`config.mk`:
```
export PLATFORM = sky130hd
export DESIGN_NAME = ram_arbiter_flat
export DESIGN_NICKNAME = d
export VERILOG_FILES = /design/src/rtl/cpu_types_pkg.sv /design/src/rtl/cpu_ram_if.sv /design/src/rtl/ram_watchdog.sv /design/src/rtl/ram_arbiter.sv /design/src/flat_wrapper.sv
export SDC_FILE = /design/constraint.sdc
export NUM_CORES = 1
export LEC_CHECK = 0
export BUFFER_PORTS_ARGS = -buffer_cell sky130_fd_sc_hd__buf_4
export CORE_AREA = 2 2 103 105
export DETAILED_ROUTE_END_ITERATION = 12
export DIE_AREA = 0 0 105 107
export SETUP_SLACK_MARGIN = 0.5
export SLEW_MARGIN = 40
export SYNTH_ARGS = -nofsm -noshare
export SYNTH_HDL_FRONTEND = slang
export SYNTH_SLANG_ARGS = --single-unit
```
`constraint.sdc`:
```
create_clock -name CLK -period 3.38 [get_ports CLK]
set_clock_uncertainty 0.2 [all_clocks]
set_input_delay 0.338 -clock CLK [delete_from_list [all_inputs] [get_ports CLK]]
set_output_delay 0.338 -clock CLK [all_outputs]
set_load 0.02 [all_outputs]
```
`src/rtl/cpu_types_pkg.sv`:
```
// Shared CPU/RAM protocol types: bus word, RAM handshake state and arbiter state.
// Build option RAM_TIMEOUT_EN adds the FAULT arbiter state.
package cpu_types_pkg;

    typedef logic [31:0] word_t;

    typedef enum logic [1:0] {
        FREE,
        BUSY,
        ACCESS,
        ERROR
    } ramstate_t;

`ifdef RAM_TIMEOUT_EN
    typedef enum logic [1:0] {
        IDLE,
        IGNT,
        DGNT,
        FAULT
    } arbstate_t;
`else
    typedef enum logic [1:0] {
        IDLE,
        IGNT,
        DGNT
    } arbstate_t;
`endif

    localparam int unsigned WDOG_W = 16;

    // Data port has fixed priority over instruction fetch.
    function automatic arbstate_t arbitrate(input logic ireq, input logic dreq);
        if (dreq) begin
            return DGNT;
        end
        if (ireq) begin
            return IGNT;
        end
        return IDLE;
    endfunction

endpackage

```
`src/rtl/cpu_ram_if.sv`:
```
// Single shared RAM bus: the cpu side drives request/address/data, the ram side
// answers with load data and its handshake state.
interface cpu_ram_if;
    import cpu_types_pkg::*;

    logic      ramREN;
    logic      ramWEN;
    word_t     ramaddr;
    word_t     ramstore;
    word_t     ramload;
    ramstate_t ramstate;

    modport cpu (
        output ramREN,
        output ramWEN,
        output ramaddr,
        output ramstore,
        input  ramload,
        input  ramstate
    );

    modport ram (
        input  ramREN,
        input  ramWEN,
        input  ramaddr,
        input  ramstore,
        output ramload,
        output ramstate
    );

endinterface

```
`src/rtl/ram_watchdog.sv`:
```
// Grant-cycle watchdog for ram_arbiter; only instantiated when RAM_TIMEOUT_EN is defined.
// Flags expiry in the TIMEOUT-th consecutive grant cycle that has not seen ACCESS.
module ram_watchdog
    import cpu_types_pkg::*;
#(
    parameter int unsigned TIMEOUT = 64
) (
    input  logic CLK,
    input  logic nRST,
    input  logic granted,
    input  logic access,
    output logic expired
);

    logic [WDOG_W-1:0] cnt;

    // A completion re-enters a grant state, so it clears the count just like idling does.
    always_ff @(posedge CLK or negedge nRST) begin
        if (!nRST) begin
            cnt <= '0;
        end else if (!granted || access) begin
            cnt <= '0;
        end else if (cnt != '1) begin
            cnt <= cnt + 1'b1;
        end
    end

    assign expired = granted & ~access & ({16'd0, cnt} >= (TIMEOUT - 32'd1));

endmodule

```
`src/rtl/ram_arbiter.sv`:
```
// Instruction/data arbiter in front of the shared RAM; data has fixed priority.
// Define RAM_TIMEOUT_EN to add the grant watchdog and the sticky FAULT state.
module ram_arbiter
    import cpu_types_pkg::*;
#(
    parameter int unsigned TIMEOUT = 64
) (
    input  logic   CLK,
    input  logic   nRST,
    input  logic   iREN,
    input  word_t  iaddr,
    output word_t  iload,
    output logic   iwait,
    input  logic   dREN,
    input  logic   dWEN,
    input  word_t  daddr,
    input  word_t  dstore,
    output word_t  dload,
    output logic   dwait,
    output logic   fault,
    cpu_ram_if.cpu ramif
);

    arbstate_t state;
    logic      ireq;
    logic      dreq;
    logic      access;

    assign ireq   = iREN;
    assign dreq   = dREN | dWEN;
    assign access = (ramif.ramstate == ACCESS);

    assign iload = ramif.ramload;
    assign dload = ramif.ramload;

`ifdef RAM_TIMEOUT_EN
    logic granted;
    logic expired;
    logic fault_q;

    assign granted = (state == IGNT) || (state == DGNT);
    assign fault   = fault_q;

    ram_watchdog #(.TIMEOUT(TIMEOUT)) u_wdog (
        .CLK     (CLK),
        .nRST    (nRST),
        .granted (granted),
        .access  (access),
        .expired (expired)
    );
`else
    assign fault = 1'b0;
`endif

    // On completion the next grant is chosen immediately so back-to-back requests
    // see no idle cycle; a withdrawn request simply drops back to IDLE.
    always_ff @(posedge CLK or negedge nRST) begin
        if (!nRST) begin
            state <= IDLE;
`ifdef RAM_TIMEOUT_EN
            fault_q <= 1'b0;
`endif
        end else begin
            case (state)
                IDLE: state <= arbitrate(ireq, dreq);
                IGNT: begin
                    if (access) begin
                        state <= arbitrate(ireq, dreq);
                    end else if (!ireq) begin
                        state <= IDLE;
                    end
                end
                DGNT: begin
                    if (access) begin
                        state <= arbitrate(ireq, dreq);
                    end else if (!dreq) begin
                        state <= IDLE;
                    end
                end
                default: state <= state;
            endcase
`ifdef RAM_TIMEOUT_EN
            if (expired) begin
                state   <= FAULT;
                fault_q <= 1'b1;
            end
`endif
        end
    end

    always_comb begin
        ramif.ramREN   = 1'b0;
        ramif.ramWEN   = 1'b0;
        ramif.ramaddr  = '0;
        ramif.ramstore = '0;
        iwait          = ireq;
        dwait          = dreq;
        case (state)
            IGNT: begin
                ramif.ramREN  = 1'b1;
                ramif.ramaddr = iaddr;
                iwait         = ~access;
            end
            DGNT: begin
                ramif.ramaddr  = daddr;
                ramif.ramstore = dstore;
                ramif.ramWEN   = dWEN;
                ramif.ramREN   = dREN & ~dWEN;
                dwait          = ~access;
            end
`ifdef RAM_TIMEOUT_EN
            FAULT: begin
                iwait = 1'b1;
                dwait = 1'b1;
            end
`endif
            default: ;
        endcase
    end

endmodule

```
`src/flat_wrapper.sv`:
```
// flat-port wrapper written by rule: the top's interface ports become plain ports
module ram_arbiter_flat import cpu_types_pkg::*;
#(
    parameter int unsigned TIMEOUT = 64
)
  (CLK, nRST, iREN, iaddr, iload, iwait, dREN, dWEN, daddr, dstore, dload, dwait, fault, ramif_ramREN, ramif_ramWEN, ramif_ramaddr, ramif_ramstore, ramif_ramload, ramif_ramstate);
  cpu_ram_if ramif_i ();
  input  logic CLK;
  input  logic nRST;
  input  logic iREN;
  input  word_t iaddr;
  output word_t iload;
  output logic iwait;
  input  logic dREN;
  input  logic dWEN;
  input  word_t daddr;
  input  word_t dstore;
  output word_t dload;
  output logic dwait;
  output logic fault;
  output wire logic [$bits(ramif_i.ramREN)-1:0] ramif_ramREN;
  output wire logic [$bits(ramif_i.ramWEN)-1:0] ramif_ramWEN;
  output wire logic [$bits(ramif_i.ramaddr)-1:0] ramif_ramaddr;
  output wire logic [$bits(ramif_i.ramstore)-1:0] ramif_ramstore;
  input wire logic [$bits(ramif_i.ramload)-1:0] ramif_ramload;
  input wire logic [$bits(ramif_i.ramstate)-1:0] ramif_ramstate;
  assign ramif_ramREN = ramif_i.ramREN;
  assign ramif_ramWEN = ramif_i.ramWEN;
  assign ramif_ramaddr = ramif_i.ramaddr;
  assign ramif_ramstore = ramif_i.ramstore;
  assign ramif_i.ramload = ramif_ramload;
  assign ramif_i.ramstate = ramif_ramstate;
  ram_arbiter #(.TIMEOUT(TIMEOUT)) u_core (.CLK(CLK), .nRST(nRST), .iREN(iREN), .iaddr(iaddr), .iload(iload), .iwait(iwait), .dREN(dREN), .dWEN(dWEN), .daddr(daddr), .dstore(dstore), .dload(dload), .dwait(dwait), .fault(fault), .ramif(ramif_i));
endmodule
```
==> flow_summary_export.csv <==
group,metric,value,unit
global_routing,overflow,0,
setup_path,path_cells,"inv_1, ha_2, a22oi_1, nor2_1, buf_4",
global_routing,grt_pass1_wl,8540,um
routing,wl,5800,um
die,rows,37,
status,status,"finished clean",
die,dieArea,11200,um^2
synth,synth_flop_cell,"dfrtp_1",
clocking,cts.repair.resized,0,
placement,port_buffers,170,
power,ir_drop,0.000500,V
setup_path,critPathMaxStageDelay,530,ps
cells_and_area,largest_register,"u_core.state",
global_routing,track_usage,9.33,%
synth,syn_inst,204,
die,ios,268,
flow_run,maxCapViolCount,0,
routing,ant_nets,0,
synth,async_reset_ff_share,100,%
clocking,cts.sinks,2,
setup_path,cp-end-kind,"output pin",
timing,rsz0062_at_grt,"false",
timing,tightest_slew,525,ps
synth,synth_area_per_cell,6.71,um^2
clocking,cts_max_level,1,
die,start_util,13.6,%
clocking,clock_latency,210,ps
cells_and_area,synthToLayoutAreaGrowth,70.4,%
routing,viasPerCell,3.79,
cells_and_area,drive_gt1_share,59.9,%
die,dieHeight,107,um
setup_path,cp.arrival,1660,ps
cells_and_area,final_core_util,23.1,%
routing,wl_per_cell,13.2,um
setup_path,cp_max_fo,38,
setup_path,crit_family,"adder cells",
timing,tns,0,ps
die,coreArea,10100,um^2
cells_and_area,layout.nets,443,
timing,hold_viol_final,0,
die,die_w,105,um
routing,drt_iter0_drc,87,
min_path,hold_path_class,"in -> async",
timing,fmax,455,MHz
timing,period_needed,2200,ps
synth,syn_area,1370,um^2
synth,synth_edf_count,0,
power,p_leak,1.20,nW
timing,slew_headroom,65.0,%
placement,place_inst,434,
cells_and_area,largest_register_ffs,2,
setup_path,critPathLaunchType,"flop",
synth,synth_seq_cells,2,
timing,post-route-period-util,65.1,%
synth,syn-num-nets,343,
clocking,cts_tree,"done",
cells_and_area,fin_cells,438,
setup_path,slowest_stage,"ha_2",
setup_path,worst-path-stages,5,
timing,drv_slew,0,
clocking,root_buffer,"clkbuf_8",
setup_path,critPathKind,"reg -> out",
global_routing,grt_max_degree,39,
synth,ys_warn_count,0,
routing,first_pass_iters,4,
clocking,cts_buffers,3,
timing,whs,246,ps
placement,gp_congestion,0.807,
global_routing,grt_antenna_before_repair,0,
placement,dp_hpwl,4700,um
synth,yosysUniqueCellTypes,21,
synth,synth_seq_area_share,3.66,%
routing,num_vias,1658,
setup_path,worstRegToRegCells,5,
clocking,clk_path_buf_depth,2,
setup_path,cp_num_buf_inv,2,
cells_and_area,diodes,0,
clocking,clk_pin_slew,30,ps
cells_and_area,reg_top3,"u_core.state (2)",
power,power_density,676,nW/um^2
cells_and_area,fillers,1127,
timing,finalSetupViolCount,0,
global_routing,grt_pass1_vias,1668,
routing,drc,0,
setup_path,required,2840,ps
-- repair_timing --
action                                  CTS  global route
hold endpoints to repair                  2             0
setup buffers                             0             0
hold buffers                              1             0
endpoints found under the setup margin    0             0
-- per-layer routing --
layer  routed length (um)  global-route usage [%]  part of all wire, %
met1                 2130                    9.96                   37
met2                 3080                    17.8                   53
met3                  489                    2.43                  8.4
met4                  100                    2.95                  1.7
met5                    0                       0                    0
-- placed cells by master, fill, tap and decap left out, types with 2 or more instances in the layout --
| cell | count |
|---|---|
| buf_4 | 174 |
| nor2_1 | 35 |
| and2_1 | 33 |
| a22oi_1 | 32 |
| a21oi_1 | 4 |
| inv_1 | 3 |
| ha_1 | 3 |
| clkbuf_8 | 3 |
| dfrtp_1 | 2 |
-- metrics by stage --
step / worst slack [ps] / total power (W) / instance area [um^2]
after CTS: 1120 / 0.00160 / 2330
after global routing: 957 / 0.00170 / 2330
after floorplan: 1500 / 0.00101 / 1370
after detailed placement: 1340 / 0.00150 / 2280
after global placement: 1130 / 0.00147 / 2280
final: 1180 / 0.00158 / 2330
-- report_power, final --
| group | switching, W | total, W | internal [W] |
|---|---|---|---|
| clock network | 0.0000180 | 0.0000932 | 0.0000752 |
| logic | 0.000836 | 0.00144 | 0.000605 |
| registers | 0.00000986 | 0.0000428 | 0.0000329 |
| total | 0.000864 | 0.00158 | 0.000714 |
-- cell usage after synthesis, types with 2 or more instances --
| cell | count | share of area, % |
|---|---|---|
| a21oi_1 | 4 | 1.5 |
| a22oi_1 | 32 | 18 |
| and2_1 | 33 | 15 |
| buf_2 | 9 | 3.3 |
| buf_4 | 68 | 37 |
| clkbuf_1 | 3 | 0.82 |
| dfrtp_1 | 2 | 3.7 |
| ha_1 | 4 | 3.7 |
| inv_1 | 3 | 0.82 |
| nor2_1 | 35 | 9.6 |
-- logic make-up after synthesis --
kind of cell	share of synthesized area (%)
AOI/OAI and AO/OA	23.2
adders and majority gates	3.66
buffers and inverters	42.2
DFF	3.66
other	0.274
and+or+nand+nor	27.0
-- path summary, 6_finish.rpt --
kind | startpoint | endpoint | slack, ps
worst min-delay path | nRST | u_core.state[0] | 250
worst min register to register | u_core.state[1] | u_core.state[1] | 410
max in group asynchronous | nRST | u_core.state[1] | 2650
worst max register to register | u_core.state[0] | u_core.state[0] | 1560
worst max-delay path | u_core.state[0] | ramif_ramaddr[18] | 1180
min in group CLK | iREN | u_core.state[0] | 270
-- area by class of cell --
cell class              count  area [um^2]  area share (%)
well taps                 136          170            7.30
flip-flops and latches      2         50.0            2.15
inverters                   3         11.3           0.483
clock buffers               3         41.3            1.77
multi-input cells         119          743            31.9
repair buffers            175         1320            56.4
-- worst register-to-register path: stages (launching register included) --
cell,delay (ps)
dfrtp_1,380
inv_1,100
ha_2,530
nand2_1,140
o21a_1,190
o21ai_0,180
Power figures use the tool's default switching activity.
